$ cat config.mk
export PLATFORM = sky130hd
export DESIGN_NAME = moving_avg_out_stage
export DESIGN_NICKNAME = d
export VERILOG_FILES = /design/src/rtl/audio_pkg.sv /design/src/rtl/avg_history_buf.sv /design/src/rtl/moving_avg_out_stage.sv
export SDC_FILE = /design/constraint.sdc
export NUM_CORES = 1
export LEC_CHECK = 0
export CAP_MARGIN = 10
export CORE_ASPECT_RATIO = 1.25
export CORE_MARGIN = 2
export CORE_UTILIZATION = 52
export DETAILED_ROUTE_END_ITERATION = 16
export GPL_TIMING_DRIVEN = 1
export PLACE_DENSITY_LB_ADDON = 0.1
export SKIP_CTS_REPAIR_TIMING = 1
export SYNTH_ARGS = -nofsm -noshare
export SYNTH_HDL_FRONTEND = slang
export SYNTH_SLANG_ARGS = --single-unit
$ cat constraint.sdc
create_clock -name clk -period 9.7 [get_ports clk]
set_clock_uncertainty 0.2 [all_clocks]
set_input_delay 1.455 -clock clk [delete_from_list [all_inputs] [get_ports clk]]
set_output_delay 1.455 -clock clk [all_outputs]
set_load 0.1 [all_outputs]
$ cat src/rtl/audio_pkg.sv
// Shared audio-path types for the tone generator to codec chain.
package audio_pkg;

  localparam int SAMPLE_W = 24;

  typedef logic signed [SAMPLE_W-1:0] sample_t;

  typedef enum logic {RUN, CLEAR} avg_state_t;

endpackage

$ cat src/rtl/avg_history_buf.sv
// N-entry sample history: one async read port, one write port.
// Read is combinational; reset zeroes every entry, the owner clears entries by writing zero.
module avg_history_buf #(
  parameter int DATA_W     = 24,
  parameter int DEPTH_LOG2 = 3
) (
  input  logic                  clk,
  input  logic                  reset_n,
  input  logic                  wr_en_i,
  input  logic [DEPTH_LOG2-1:0] wr_addr_i,
  input  logic [DATA_W-1:0]     wr_data_i,
  input  logic [DEPTH_LOG2-1:0] rd_addr_i,
  output logic [DATA_W-1:0]     rd_data_o
);

  localparam int DEPTH = 1 << DEPTH_LOG2;

  logic [DATA_W-1:0] mem_q [DEPTH];

  always_ff @(posedge clk or negedge reset_n) begin
    if (!reset_n) begin
      for (int i = 0; i < DEPTH; i++) mem_q[i] <= '0;
    end else if (wr_en_i) begin
      mem_q[wr_addr_i] <= wr_data_i;
    end
  end

  assign rd_data_o = mem_q[rd_addr_i];

endmodule

$ cat src/rtl/moving_avg_out_stage.sv
// N-tap running moving average of signed samples feeding the codec write port.
// 1-cycle latency; single-stage pipe, in_ready drops while the output is stalled or history is clearing.
module moving_avg_out_stage
  import audio_pkg::*;
#(
  parameter int DATA_W = SAMPLE_W,
  parameter int LOG2_N = 3
) (
  input  logic              clk,
  input  logic              reset_n,
  input  logic              flush,
  input  logic              in_valid,
  input  logic [DATA_W-1:0] in_data,
  output logic              in_ready,
  output logic              out_valid,
  output logic [DATA_W-1:0] out_data,
  input  logic              out_ready
);

  localparam int N = 1 << LOG2_N;
  localparam logic [LOG2_N-1:0] LAST_IDX = LOG2_N'(N - 1);

  avg_state_t               state_q, state_d;
  logic [LOG2_N-1:0]        wr_ptr_q, wr_ptr_d;
  logic [LOG2_N-1:0]        clr_cnt_q, clr_cnt_d;
  logic signed [DATA_W-1:0] acc_q, acc_d;
  logic signed [DATA_W-1:0] out_data_q, out_data_d;
  logic                     out_valid_q, out_valid_d;

  logic signed [DATA_W-1:0] scaled, oldest, sum;
  logic                     in_fire, hist_we;
  logic [LOG2_N-1:0]        hist_addr;
  logic [DATA_W-1:0]        hist_wdata, hist_rdata;

  // Pre-scaling each sample keeps the 8-term sum inside DATA_W.
  assign scaled = $signed(in_data) >>> LOG2_N;
  assign oldest = $signed(hist_rdata);
  assign sum    = acc_q + scaled - oldest;

  avg_history_buf #(
    .DATA_W     (DATA_W),
    .DEPTH_LOG2 (LOG2_N)
  ) u_hist (
    .clk       (clk),
    .reset_n   (reset_n),
    .wr_en_i   (hist_we),
    .wr_addr_i (hist_addr),
    .wr_data_i (hist_wdata),
    .rd_addr_i (wr_ptr_q),
    .rd_data_o (hist_rdata)
  );

  always_comb begin
    state_d     = state_q;
    wr_ptr_d    = wr_ptr_q;
    clr_cnt_d   = clr_cnt_q;
    acc_d       = acc_q;
    out_data_d  = out_data_q;
    out_valid_d = out_valid_q;
    hist_we     = 1'b0;
    hist_addr   = wr_ptr_q;
    hist_wdata  = scaled;
    // Gating by flush keeps upstream from believing a flushed sample was taken.
    in_ready    = (state_q == RUN) && !flush && (!out_valid_q || out_ready);
    in_fire     = in_valid && in_ready;

    if (flush) begin
      state_d     = CLEAR;
      clr_cnt_d   = '0;
      wr_ptr_d    = '0;
      acc_d       = '0;
      out_data_d  = '0;
      out_valid_d = 1'b0;
    end else begin
      unique case (state_q)
        RUN: begin
          if (in_fire) begin
            hist_we     = 1'b1;
            acc_d       = sum;
            out_data_d  = sum;
            out_valid_d = 1'b1;
            wr_ptr_d    = wr_ptr_q + 1'b1;
          end else if (out_valid_q && out_ready) begin
            out_valid_d = 1'b0;
          end
        end
        CLEAR: begin
          hist_we    = 1'b1;
          hist_addr  = clr_cnt_q;
          hist_wdata = '0;
          clr_cnt_d  = clr_cnt_q + 1'b1;
          if (clr_cnt_q == LAST_IDX) state_d = RUN;
        end
        default: state_d = RUN;
      endcase
    end
  end

  always_ff @(posedge clk or negedge reset_n) begin
    if (!reset_n) begin
      state_q     <= RUN;
      wr_ptr_q    <= '0;
      clr_cnt_q   <= '0;
      acc_q       <= '0;
      out_data_q  <= '0;
      out_valid_q <= 1'b0;
    end else begin
      state_q     <= state_d;
      wr_ptr_q    <= wr_ptr_d;
      clr_cnt_q   <= clr_cnt_d;
      acc_q       <= acc_d;
      out_data_q  <= out_data_d;
      out_valid_q <= out_valid_d;
    end
  end

  assign out_valid = out_valid_q;
  assign out_data  = out_data_q;

endmodule

Word level (Yosys, flattened, before mapping):

Cells that the tools add are included.

* bitwise gates (word level): 3
* $lt $le $gt $ge: 3
* muxes and demuxes: 28
* eq/ne operators: 2
* reductions and logical operators: 13
* $add $sub $neg: 4

Operators with widths (count)
* 192-bit bitwise mux: 1
* 24-bit 2-to-1 mux: 8
* 24-bit binary-select mux with 3-bit select: 1
* 24-bit demux with 3-bit select: 1
* 24-bit by 21-bit adder with 24-bit output: 1
* 24-bit subtractor: 1
* 3-bit 2-to-1 mux: 7
* 1-bit 2-to-1 mux: 9
* 4-bit greater-or-equal comparator (second input constant): 2
* 3-bit inverter with 4-bit output: 2
* 3-bit by 1-bit adder with 3-bit output (second input constant): 2
* 1-bit logical AND: 5
* 4-bit by 1-bit less-than comparator with 1-bit output (second input constant): 1
* 2-bit AND reduction: 2
* 2-bit nonzero test: 2
* 3-bit == test (second input constant): 1
* 3-bit nonzero test: 1
* 1-bit logical NOT: 2
* 2-bit != test (second input constant): 1
* 1-bit case mux with 2 select lines: 1
* 1-bit logical OR: 1
* 1-bit inverter: 1

* word-level logic and storage cells: 66
* register bits after elaboration: 224
* output and inout bits: 26

Logic depth before layout (Yosys ltp):

Gate-level depths: netlist of the first run.

* depth in word-level cells: 8
* depth in mapped cells: 16
* gate-level depth less buffers: 14

Modules after synthesis:

Synthesis of the first run repeated with hierarchy kept, for this count alone.

* cell total of the unflattened synthesis: 915
* area, all modules: 12134.1 µm²

By module, submodules not included
* avg_history_buf: area an instance 8712.1 µm², times used 1, sequential area each 4804.6 µm², cells an instance 500
* moving_avg_out_stage: area an instance 3422.0 µm², times used 1, sequential area each 800.8 µm², cells an instance 415

Worst setup path before layout of the first run:

Ideal clock, no wire load.

* path type: input to output
* start point: input port flush
* end point: output port in_ready
* cell stages on the path: 3
* arrival: 3.911 ns
* buffers on the path: 2
* slack: 4.134 ns
* data required time: 8.045 ns
* path through: buf_2 > clkbuf_1 > nor3_1

* cells in the longest elaborated chain, start to end: 3

RTL lines
* from (decl): line moving_avg_out_stage.sv:11 `input logic flush,`
* 1-bit logical NOT: line moving_avg_out_stage.sv:64 `in_ready = (state_q == RUN) && !flush && (!out_valid_q || out_ready);`
* 1-bit logical AND (2 in a row): line moving_avg_out_stage.sv:64
* to (decl): line moving_avg_out_stage.sv:14 `output logic in_ready,`

No other way between the ends.

Final worst setup path of the first run:

Ends and elaborated chain as after synthesis.

==> results.yml, run 1 <==
run_status:
  status: "finished, final reports clean"
global_route:
  grt_pass1_vias: 7689
  grtUsageTotal_pct: 24.7
  grt_pass1_wl_mm: 41.2
  antenna_found_initial: 0
  grt_max_degree: 82
  grt.overflow.total: 0
synth:
  synth_most_common_cell: "nand2_1"
  synth.distinct_cells: 61
  synth_warnings: 0
  synth_cells: 1080
  synth_compound_area_share_pct: 13.8
  async_reset_ff_share_pct: 100
  synth_top_cell_by_area: "dfrtp_1"
  synth_edf_count: 0
  synth_xor_area_share_pct: 1.40
  synth_fa_ha_area_share_pct: 7.60
  avgSynthCellArea_um2: 9.87
  yosys-top-cells-count: "239 x nand2_1, 200 x dfrtp_1, 183 x o21ai_0, 96 x inv_1, 42 x mux4_2"
  synth_area_um2: 10700
  yosys.area_share.simple_pct: 12.7
  synth.top_cells.by_area: "dfrtp_1 47%, mux4_2 8.9%, o21ai_0 8.6%"
  yosys_register_bits: 200
  syn_nets: 1160
  synth_mux_area_share_pct: 11.7
  synth_top_area_share_pct: 46.9
  ys.flop_type: "dfrtp_1"
  synth_top_family_by_area: "compound AO/OA/AOI/OAI gates"
  ys_seq_area_share_pct: 46.9
clocking:
  cts.clk_slew.worst_paths_ns: 0.07
  cts_tree: "built"
  clkSinkCount: 200
  cts_buffers: 17
  cts-root-buf: "clkbuf_16"
  clk_path_buf_depth: 2
  insertion_delay_ns: 0.45
  htree_levels: 4
power_and_ir_drop:
  swShare_pct: 31.5
  pwr-share-seq_pct: 44.2
  p_comb_share_pct: 23.5
  p_clk_share_pct: 32.3
  power.internal_w: 0.00154
  power_density_nw_per_um2: 188
  p_leak_nw: 5.39
  p_switching_w: 0.000710
  irDropWorstVdd_uv: 127
sta:
  setup_tns_ns: 0
  drv_slew: 0
  fmax_mhz: 196
  worst_pin_slew_ns: 1.01
  slew_headroom_pct: 32.9
  hold_viol: 0
  fin_ws_ns: 4.59
  finalCriticalPeriod_ns: 5.11
  rsz0062_at_grt: "no"
  timing.final.crit_share_pct: 52.7
  setup_violations: 0
hold_path:
  hp-start: "u_hist.mem_q[120]"
  min-delay-path-class: "reg -> reg"
layout:
  nets: 1182
  layout-drive-gt1-share_pct: 11.5
  area_delta_synth_final_pct: 12.2
  multi_input_comb_area_um2: 5030
  register_area_um2: 5010
  antenna_cells: 0
  fill_cells: 1786
route:
  dr.first_iter.drc_count: 458
  drt-total-wl_mm: 24.8
  vias_per_cell: 5.44
  drc: 0
  antenna_left: 0
  wl_per_cell_um: 17.9
  dr.pass1.iters: 5
  vias: 7533
placement:
  portBuffers: 51
  hpwl_mm: 15.6
  dp_slack_ns: 4.57
  place.gp.congestion: 0.894
floorplanning:
  core_area_um2: 20100
  initial_core_util_pct: 53.0
  die_h_um: 164
  fp-row-count: 58
  die_w_um: 132
  dieArea_um2: 21700
  num_io_pins: 55
worst_setup_path:
  worstSetupPathType: "in -> out"
  critPathRequiredTime_ns: 8.05
  critPathMaxFanout: 27
  r2r_start: "wr_ptr_q[0]"
  end_kind: "output pin"
  critPathArrivalTime_ns: 3.46
  start_kind: "input port"
  startpoint: "flush"
flow_run:
  max-cap-violations: 0
[placed cells by master (no fill, tap or decap), types with 6 or more instances in the layout]
master           count
xor2_1               9
nand3_1             14
a21oi_1             30
nand2_1            239
ha_1                28
clkbuf_16           17
inv_1               96
mux2_2              20
o21ai_1              6
nand2b_1             7
dfrtp_1            197
fa_1                23
buf_4               14
xnor2_1              8
clkdlybuf4s50_1     50
nor2_1              28
a21o_1               8
o21ai_0            183
mux4_2              42
mux2i_1              6
[kinds of logic after synthesis]
logic type,count (synthesis)
XOR/XNOR,17
AO/OA/AOI/OAI,264
multiplexers,69
adder cells (fa/ha/maj),51
AND/OR/NAND/NOR,320
flip-flops,200
buffers and inverters,159
[power by group through the flow]
stage | Combinational, W | Sequential [W] | Clock [W]
after CTS | 0.000533 | 0.000996 | 0.000742
final | 0.000530 | 0.000995 | 0.000728
after floorplan | 0.000408 | 0.000999 | 0
after detailed placement | 0.000530 | 0.00101 | 0
after global routing | 0.000607 | 0.00101 | 0.000779
after global placement | 0.000522 | 0.00101 | 0
[flip-flops by register name (all words and copies together) (netlist names)]
signal,flops
clr_cnt_q,3
wr_ptr_q,3
state_q,1
out_valid,1
out_data,24
u_hist.mem_q,168
[through the flow]
step                      hold WS [ns]  total power, W  area, um2  std cells  utilization (%)
after floorplan                  0.245         0.00141      10700       1080                -
after global placement           0.257         0.00153      11400       1353             56.5
after detailed placement         0.265         0.00154      11400       1353             56.5
after CTS                        0.281         0.00227      12000       1385             59.5
after global routing             0.305         0.00239      12000       1385             59.5
final                            0.277         0.00225      12000       1385             59.5
[layout make-up]
type / count / area share (%)
clock buffer: 18 / 3.59
timing repair buffer: 65 / 5.18
clock inverter: 14 / 1.50
inverter: 97 / 3.04
multi-input combinational: 721 / 42.0
tap: 270 / 2.82
sequential: 200 / 41.9
[critical path, stage by stage]
cell and delay [ns]:
clkdlybuf4s50_1 0.39, buf_4 0.25, nor3_1 0.20, clkdlybuf4s50_1 1.15
[metal layers]
metal  wire, um  global-route usage (%)  vias up
met2      12100                    41.5      155
met3        915                    3.58       27
li1           -                       -     3686
met1      11300                    33.7     3665
met5          0                       0        -
met4        445                    7.31        0
[final timing paths]
check,end,slack (ns),cells after the start
min in group asynchronous,out_data[23],0.76,1
setup / recovery,in_ready,4.59,4
max in group asynchronous,u_hist.mem_q[82],7.13,2
hold reg to reg,u_hist.mem_q[120],0.28,2
hold / removal,u_hist.mem_q[120],0.28,2
setup reg to reg,out_data[20],4.66,15
Power figures use the tool's default switching activity.
==> run 2, diff against run 1 <==
==> constraint.sdc (replaced) <==
create_clock -name clk -period 4.29 [get_ports clk]
set_clock_uncertainty 0.2 [all_clocks]
set_input_delay 0.6435 -clock clk [delete_from_list [all_inputs] [get_ports clk]]
set_output_delay 0.6435 -clock clk [all_outputs]
set_load 0.1 [all_outputs]
==> results.yml, run 2 (synthesis results as in run 1) <==
run_status:
  status: "finished, final reports clean"
clocking:
  cts_buffers: 17
  htree_levels: 4
  clkSinkCount: 200
  cts-root-buf: "clkbuf_16"
  clk_path_buf_depth: 2
  insertion_delay_ns: 0.45
  cts_tree: "built"
  cts.clk_slew.worst_paths_ns: 0.09
sta:
  timing.final.crit_share_pct: 98.1
  finalCriticalPeriod_ns: 4.21
  setup_violations: 0
  hold_slack_ns: 0.0377
  slew_headroom_pct: 35.1
  rsz0062_at_grt: "yes"
  drv_slew: 0
  fmax_mhz: 238
  fin_ws_ns: 0.0818
  setup_tns_ns: 0
  hold_viol: 0
  worst_pin_slew_ns: 0.971
worst_setup_path:
  end_kind: "flip-flop"
  worstSetupPathType: "reg -> reg"
  start_kind: "flip-flop"
  critPathArrivalTime_ns: 4.40
  reg2reg_slack_ns: 0.08
  critPathRequiredTime_ns: 4.48
  critPathMaxFanout: 8
power_and_ir_drop:
  p_leak_nw: 5.74
  p_total_w: 0.00543
  irDropWorstVdd_uv: 299
  power_density_nw_per_um2: 426
floorplanning:
  die_h_um: 164
  dieArea_um2: 21700
  core_area_um2: 20100
  fp-row-count: 58
  initial_core_util_pct: 53.0
  num_io_pins: 55
  die_w_um: 132
route:
  vias_per_cell: 5.45
  drt-met1-wl_mm: 11.5
  antenna_left: 0
  dr.first_iter.drc_count: 414
  wl_met3_um: 784
  drt-total-wl_mm: 26.1
  dr.pass1.iters: 5
  wl_per_cell_um: 18.2
  drc: 0
  wl_met2_mm: 13.4
  vias: 7831
  top_layer_used: "met4"
layout:
  layout-drive-gt1-share_pct: 17.6
  nets: 1235
  area_delta_synth_final_pct: 19.7
  register_area_um2: 5010
  fin_area_um2: 12800
  top_register: "u_hist.mem_q"
  largest_register_ffs: 168
  fill_cells: 1715
  multi_input_comb_area_um2: 5240
  antenna_cells: 0
  mostFrequentLayoutCells: "238 x nand2_1, 198 x dfrtp_1, 180 x o21ai_0, 96 x inv_1, 56 x buf_4"
  final_common_cell: "nand2_1"
global_route:
  grtUsageTotal_pct: 25.1
  grt_pass1_vias: 7737
  grt.overflow.total: 0
  grt_max_degree: 93
  antenna_found_initial: 0
  grt_pass1_wl_mm: 41.7
placement:
  place.gp.congestion: 0.898
  portBuffers: 51
  placed_area_um2: 11800
  hpwl_mm: 17.3
  dp_slack_ns: -0.0573
hold_path:
  min-delay-path-class: "in -> async"
flow_run:
  max-cap-violations: 0
[run 2: changes by cell type in the layout (fill, tap and decap cells not counted), moves of 4 or more]
cell | previous run | this run
ha_1 | 28 | 18
a21oi_2 | 0 | 6
buf_12 | 0 | 7
mux2_4 | 0 | 5
ha_4 | 0 | 8
buf_4 | 14 | 56
clkinv_4 | 4 | 0
mux2_2 | 20 | 15
a21oi_1 | 30 | 24
[run 2: cell type report]
| type | instances | share of cell area [%] |
|---|---|---|
| multi-input cells | 721 | 41.1 |
| well taps | 270 | 2.65 |
| inverters | 97 | 2.85 |
| clock inverters | 15 | 1.70 |
| clock buffers | 17 | 3.33 |
| repair buffers | 118 | 9.13 |
| flip-flops and latches | 200 | 39.3 |
[run 2: final timing paths]
check                             startpoint                end  depth (start not counted)
max in group asynchronous            reset_n   u_hist.mem_q[79]                          2
max reg2reg                      wr_ptr_q[0]       out_data[21]                         15
max                              wr_ptr_q[0]       out_data[21]                         15
min reg2reg                u_hist.mem_q[126]  u_hist.mem_q[126]                          2
min in group clk           u_hist.mem_q[126]  u_hist.mem_q[126]                          2
min                                  reset_n       out_data[23]                          1
[run 2: power breakdown]
part           total (W)  switching (W)  internal, W
logic            0.00145       0.000775     0.000678
registers        0.00225       0.000124      0.00213
clock network    0.00173       0.000903     0.000827
total            0.00543        0.00180      0.00363
[run 2: per-stage QoR]
step / instances / util [%]
after CTS: 1429 / 61.7
after floorplan: 1080 / -
final: 1438 / 63.5
after global routing: 1438 / 63.5
after global placement: 1397 / 58.6
after detailed placement: 1397 / 58.6
[run 2: routing by layer]
layer	vias up	track usage (%)
li1	3802	-
met4	0	8.05
met2	125	43.7
met5	-	0
met1	3878	33.0
met3	26	3.40
[run 2: critical path, stage by stage, from the launching register on]
cell and delay, ns:
dfrtp_4 0.57, buf_12 0.18, mux4_2 0.50, mux2_2 0.31, fa_1 0.48, inv_1 0.04
ha_1 0.35, buf_4 0.15, nand3_1 0.06, o22ai_1 0.27, nor2_4 0.08, a21oi_4 0.21
buf_6 0.15, a221oi_4 0.07, or4_1 0.42, nand3_1 0.10
